==> src/rtl/mc_controller.sv <==
// Multicycle processor control unit: Moore sequencing FSM, ALU/flag decode and conditional execution.
// Build option: define MC_CMP_EN to decode cmd 1010 as a flags-only compare (SUB, no register write).
module mc_controller (
   input  logic       clk,
   input  logic       reset,
   input  logic [3:0] Cond,
   input  logic [1:0] Op,
   input  logic [5:0] Funct,
   input  logic [3:0] Rd,
   input  logic [3:0] ALUFlags,
   output logic       PCWrite,
   output logic       MemWrite,
   output logic       RegWrite,
   output logic       IRWrite,
   output logic       AdrSrc,
   output logic [1:0] RegSrc,
   output logic       ALUSrcA,
   output logic [1:0] ALUSrcB,
   output logic [1:0] ResultSrc,
   output logic [1:0] ImmSrc,
   output logic [1:0] ALUControl
);

   // state  | meaning
   // FETCH  | read instruction at PC, PC <= PC+4
   // DECODE | read registers, evaluate condition
   // MEMADR | compute load/store address
   // MEMRD  | read data memory
   // MEMWB  | write loaded data to register file
   // MEMWR  | write data memory
   // EXECR  | ALU op with register operand
   // EXECI  | ALU op with immediate operand
   // ALUWB  | write ALU result (PC if Rd==15)
   // BRANCH | load branch target into PC
   typedef enum logic [3:0] {
      FETCH, DECODE, MEMADR, MEMRD, MEMWB, MEMWR, EXECR, EXECI, ALUWB, BRANCH
   } state_t;

`ifdef MC_CMP_EN
   localparam logic CmpEn = 1'b1;
`else
   localparam logic CmpEn = 1'b0;
`endif

   state_t     state, nextState;
   logic [3:0] flags;
   logic       condEx, condExR;
   logic [1:0] decAluCtl;
   logic [1:0] flagW;
   logic       noWrite;
   logic       flagN, flagZ, flagC, flagV;

   assign {flagN, flagZ, flagC, flagV} = flags;

   always_ff @(posedge clk) begin
      if (reset) begin
         state   <= FETCH;
         flags   <= 4'b0000;
         condExR <= 1'b0;
      end else begin
         state <= nextState;
         if (state == DECODE)
            condExR <= condEx;
         if ((state == EXECR || state == EXECI) && condExR) begin
            if (flagW[1]) flags[3:2] <= ALUFlags[3:2];
            if (flagW[0]) flags[1:0] <= ALUFlags[1:0];
         end
      end
   end

   always_comb begin
      condEx = 1'b0;
      case (Cond)
         4'b0000: condEx = flagZ;
         4'b0001: condEx = ~flagZ;
         4'b0010: condEx = flagC;
         4'b0011: condEx = ~flagC;
         4'b0100: condEx = flagN;
         4'b0101: condEx = ~flagN;
         4'b0110: condEx = flagV;
         4'b0111: condEx = ~flagV;
         4'b1000: condEx = flagC & ~flagZ;
         4'b1001: condEx = ~flagC | flagZ;
         4'b1010: condEx = (flagN == flagV);
         4'b1011: condEx = (flagN != flagV);
         4'b1100: condEx = ~flagZ & (flagN == flagV);
         4'b1101: condEx = flagZ | (flagN != flagV);
         4'b1110: condEx = 1'b1;
         default: condEx = 1'b0;
      endcase
   end

   // Unsupported commands fall through with ADD control and no register or flag write.
   always_comb begin
      decAluCtl = 2'b00;
      flagW     = 2'b00;
      noWrite   = 1'b1;
      case (Funct[4:1])
         4'b0100: begin decAluCtl = 2'b00; noWrite = 1'b0; flagW = {Funct[0], Funct[0]}; end
         4'b0010: begin decAluCtl = 2'b01; noWrite = 1'b0; flagW = {Funct[0], Funct[0]}; end
         4'b0000: begin decAluCtl = 2'b10; noWrite = 1'b0; flagW = {Funct[0], 1'b0}; end
         4'b1100: begin decAluCtl = 2'b11; noWrite = 1'b0; flagW = {Funct[0], 1'b0}; end
         4'b1010: begin
            if (CmpEn) begin
               decAluCtl = 2'b01;
               flagW     = 2'b11;
            end
         end
         default: ;
      endcase
   end

   always_comb begin
      nextState  = FETCH;
      PCWrite    = 1'b0;
      MemWrite   = 1'b0;
      RegWrite   = 1'b0;
      IRWrite    = 1'b0;
      AdrSrc     = 1'b0;
      RegSrc     = {(Op == 2'b01), (Op == 2'b10)};
      ALUSrcA    = 1'b0;
      ALUSrcB    = 2'b00;
      ResultSrc  = 2'b00;
      ImmSrc     = Op;
      ALUControl = 2'b00;
      case (state)
         FETCH: begin
            IRWrite   = 1'b1;
            PCWrite   = 1'b1;
            ALUSrcA   = 1'b1;
            ALUSrcB   = 2'b10;
            ResultSrc = 2'b10;
            nextState = DECODE;
         end
         DECODE: begin
            ALUSrcA   = 1'b1;
            ALUSrcB   = 2'b10;
            ResultSrc = 2'b10;
            case (Op)
               2'b00:   nextState = Funct[5] ? EXECI : EXECR;
               2'b01:   nextState = MEMADR;
               2'b10:   nextState = BRANCH;
               default: nextState = FETCH;
            endcase
         end
         MEMADR: begin
            ALUSrcB   = 2'b01;
            nextState = Funct[0] ? MEMRD : MEMWR;
         end
         MEMRD: begin
            AdrSrc    = 1'b1;
            nextState = MEMWB;
         end
         MEMWB: begin
            ResultSrc = 2'b01;
            RegWrite  = condExR;
         end
         MEMWR: begin
            AdrSrc   = 1'b1;
            MemWrite = condExR;
         end
         EXECR: begin
            ALUControl = decAluCtl;
            nextState  = ALUWB;
         end
         EXECI: begin
            ALUSrcB    = 2'b01;
            ALUControl = decAluCtl;
            nextState  = ALUWB;
         end
         ALUWB: begin
            RegWrite = condExR & ~noWrite;
            PCWrite  = condExR & (Rd == 4'd15);
         end
         BRANCH: begin
            ALUSrcB   = 2'b01;
            ResultSrc = 2'b10;
            PCWrite   = condExR;
         end
         default: nextState = FETCH;
      endcase
      if (reset) begin
         PCWrite  = 1'b0;
         IRWrite  = 1'b0;
         RegWrite = 1'b0;
         MemWrite = 1'b0;
      end
   end

endmodule

==> config.mk <==
export PLATFORM = sky130hd
export DESIGN_NAME = mc_controller
export DESIGN_NICKNAME = d
export VERILOG_FILES = /design/src/rtl/mc_controller.sv
export SDC_FILE = /design/constraint.sdc
export NUM_CORES = 1
export LEC_CHECK = 0
export BUFFER_PORTS_ARGS = -buffer_cell sky130_fd_sc_hd__buf_2
export CAP_MARGIN = 20
export CORE_MARGIN = 1
export CORE_UTILIZATION = 35
export CTS_BUF_LIST = sky130_fd_sc_hd__clkbuf_16
export DETAILED_ROUTE_END_ITERATION = 8
export PLACE_DENSITY = 0.71
export RECOVER_POWER = 25
export SYNTH_ARGS = -nofsm -noshare
export SYNTH_HDL_FRONTEND = slang
export SYNTH_SLANG_ARGS = --single-unit
==> constraint.sdc <==
create_clock -name clk -period 1.8 [get_ports clk]
set_clock_uncertainty 0.1 [all_clocks]
set_input_delay 0.36 -clock clk [delete_from_list [all_inputs] [get_ports clk]]
set_output_delay 0.36 -clock clk [all_outputs]
set_load 0.02 [all_outputs]
==> metrics.md <==
| Metric | Value |
|---|---|
| H-tree level count | `1` |
| Row Count | `17` |
| Worst setup path start | `state[0]` |
| Synthesis-to-layout area growth | `51.4%` |
| Category of the critical setup timing path | `register to output pin` |
| Final total negative setup slack | `0 ns` |
| Data arrival at the endpoint of the critical path | `1.33 ns` |
| Hold Crit Class | `input port to register` |
| Buffer levels on the longest clock path | `2` |
| Routability congestion estimate | `0.858` |
| Antenna-violating nets left | `0` |
| Tightest slew margin relative to the limit | `82.8%` |
| Part of the cycle the worst path needs | `99.6%` |
| Crit path max fanout | `5` |
| Critical Path Sink Type | `output pin` |
| Dominant combinational cell family by area after synthesis | `simple AND/OR/NAND/NOR gates` |
| Clock slew seen by the registers of the worst setup and hold paths | `0.04 ns` |
| Setup repair after global routing missed its margin | `true` |
| Number of warnings printed during yosys synthesis | `0` |
| Crit path required time | `1.34 ns` |
| Instance area at placement | `1070 um2` |
| Clock tree from TritonCTS | `yes` |
| Post-synthesis cell type count | `42` |
| Most frequent cells in the layout | `buf_2 (29), buf_4 (11), nor2_1 (9)` |
| Nets@finish | `173` |
| Fraction of final layout cells with drive strength greater than 1 | `43.3%` |
| Clock buffers created by TritonCTS | `3` |
| Slew at the pin with the worst max-slew slack | `0.254 ns` |
| Fin. Hold Viols | `0` |
| Post-Syn Nets | `128` |
| Overall routing resource usage | `17.7%` |
| Routed WL | `2140 um` |
| Crit Reg-Reg Startpoint | `state[3]` |
| Synthesized area | `823 um2` |
| Final core utilization | `56.3%` |
| Max-cap violations | `0` |
| Number of flip-flops and latches in the synthesized netlist | `9` |
| Number of instances in the synthesized netlist | `106` |
| Min-delay src | `ALUFlags[2]` |
| # port buffers | `37` |
| Most frequent standard cell in the layout excluding fill and tap cells | `buf_2` |
| Hold bufs inserted after CTS | `0` |
| Simple logic cell fraction of the synthesized area | `36.2%` |
| Insertion delay to the later sink of the worst-skew pair | `0.23 ns` |
| Number of instances on the worst hold path | `3` |
| Final Max Slew Viols | `0` |
| Routed wire per std cell | `12.0 um` |
| Initial core utilization | `37.2%` |
| Average vias per placed instance | `5.39` |
| Fmax | `558 MHz` |
| Fraction of synthesized cell area in xor and xnor cells | `7.45%` |
| Pleak | `0.000555 uW` |
| Chip Width | `50.5 um` |
| Async set or reset register ratio after synthesis | `0%` |
| First-pass GRT wire length | `3640 um` |
| Initial antenna violation count | `0` |
| Starting DRC count in detailed routing | `15` |
| Largest net degree at the start of global routing | `13` |
| Number of flops mapped to enable cells by yosys | `0` |
| Primary flip-flop cell chosen by synthesis mapping | `dfxtp_1` |
| End of the worst register-to-register path | `condExR` |
| Antenna diode instance count | `0` |
| Worst r2r path cells | `4` |
| Num Clock Sinks | `9` |
| Synthesized-area fraction occupied by ao, oa, aoi and oai cells | `16.9%` |
| I/O pin count | `38` |
| Endpoint of the worst hold-timing path | `flags[2]` |
| Via count of the first global-routing pass | `863` |
| Worst ir drop on vdd | `0.689 mV` |
| HPWL after detailed placement | `1660 um` |
| Core area | `2210 um2` |
| Global route overflow | `0` |
| Die area | `2550 um2` |
| CTS root buffer | `clkbuf_16` |
| Run status | `finished, final reports clean` |
| Total number of vias | `960` |
| Fraction of the yosys area taken by sequential cells | `21.9%` |
| Synth Area per Inst | `7.77 um2` |
| Final std cell area, no fill | `1250 um2` |
| Fill cell count | `210` |
| Proportion of synthesized area in mux cells | `8.81%` |
| Crit start category | `register` |
| Total power divided by cell area | `657 nW/um2` |
| Final setup violation count | `0` |
| DIE HEIGHT | `50.5 um` |
| DRC violations left | `0` |
| Detailed-router iteration count before antenna repair | `4` |
| Adder-cell share of the synthesized area | `0%` |
| Post-layout min period | `1.79 ns` |
| Register-to-register setup slack | `0.11 ns` |
[layout make-up]
cell class,instances,area (um2),area share (%)
clock buffer,3,75.1,6.02
multi-input combinational,82,621,49.8
inverter,6,22.5,1.81
timing repair buffer,49,299,24.0
clock inverter,1,3.75,0.301
tap,28,35.0,2.81
sequential,9,190,15.3
[sequential cells by signal, indices dropped and copies added (netlist names)]
| signal | count |
|---|---|
| flags | 4 |
| state | 4 |
| condExR | 1 |
[how the worst max path moves through the flow]
stage	to	slack [ns]	depth (start not counted)
finish	PCWrite	0.006	5
detailed placement	RegWrite	0.0006	5
global placement	RegWrite	0.006	5
global route	RegWrite	-0.06	5
CTS	IRWrite	-0.05	4
floorplan	IRWrite	-0.04	3
[kinds of logic after synthesis]
logic type / count (synthesis)
buffers and inverters: 15
AND/OR/NAND/NOR: 49
XOR/XNOR: 7
AO/OA/AOI/OAI: 19
flip-flops: 9
multiplexers: 7
[report_power, final]
part	internal [uW]	total (uW)	switching, uW
Combinational	104	226	122
Clock	289	375	85.4
Sequential	208	218	9.35
Total	601	818	217
[synth_stat cells (all sizes together) (2+ instances only)]
| library cell | count | share of area [%] |
|---|---|---|
| nand2 | 4 | 1.8 |
| xor2 | 5 | 5.3 |
| nand2b | 2 | 1.5 |
| nor4 | 2 | 1.5 |
| dfxtp | 9 | 22 |
| inv | 6 | 2.7 |
| clkbuf | 3 | 1.4 |
| buf | 6 | 4.7 |
| mux2i | 5 | 6.1 |
| a21oi | 5 | 3.0 |
| xnor2 | 2 | 2.1 |
| and4 | 2 | 2.1 |
| a31oi | 3 | 2.3 |
| nor2b | 4 | 3.0 |
| and4b | 3 | 3.6 |
| nor3b | 3 | 2.7 |
| mux2 | 2 | 2.7 |
| nor3 | 10 | 6.1 |
| or3 | 2 | 1.5 |
| nor2 | 9 | 4.1 |
[what timing repair did]
action	CTS	global route
setup buffers	2	0
endpoints found under the setup margin	5	8
pin swaps	6	4
gates resized for setup	13	12
[critical path, cell delays in order (launching register included)]
cell	delay (ns)
dfxtp_4	0.35
buf_4	0.15
a41o_2	0.22
a31oi_1	0.16
nor4_1	0.06
buf_2	0.16
[per-layer routing]
layer  vias to the layer above  wire length (um)  track usage (%)
met1                       444               973             23.6
met3                         2               131             3.03
met5                         -                 0                0
met4                         0                12             3.24
li1                        481                 -                -
met2                        33              1020             30.0
[per-stage QoR]
stage / total power [uW] / instances / hold slack (ns) / worst slack (ns)
2_1_floorplan: 348 / 106 / 0.404 / -0.0358
3_3_place_gp: 420 / 172 / 0.387 / 0.00629
3_5_place_dp: 424 / 172 / 0.395 / 0.000602
4_1_cts: 817 / 178 / 0.270 / -0.0496
5_1_grt: 860 / 178 / 0.304 / -0.0595
6_report: 818 / 178 / 0.269 / 0.00650
Power figures use the tool's default switching activity.
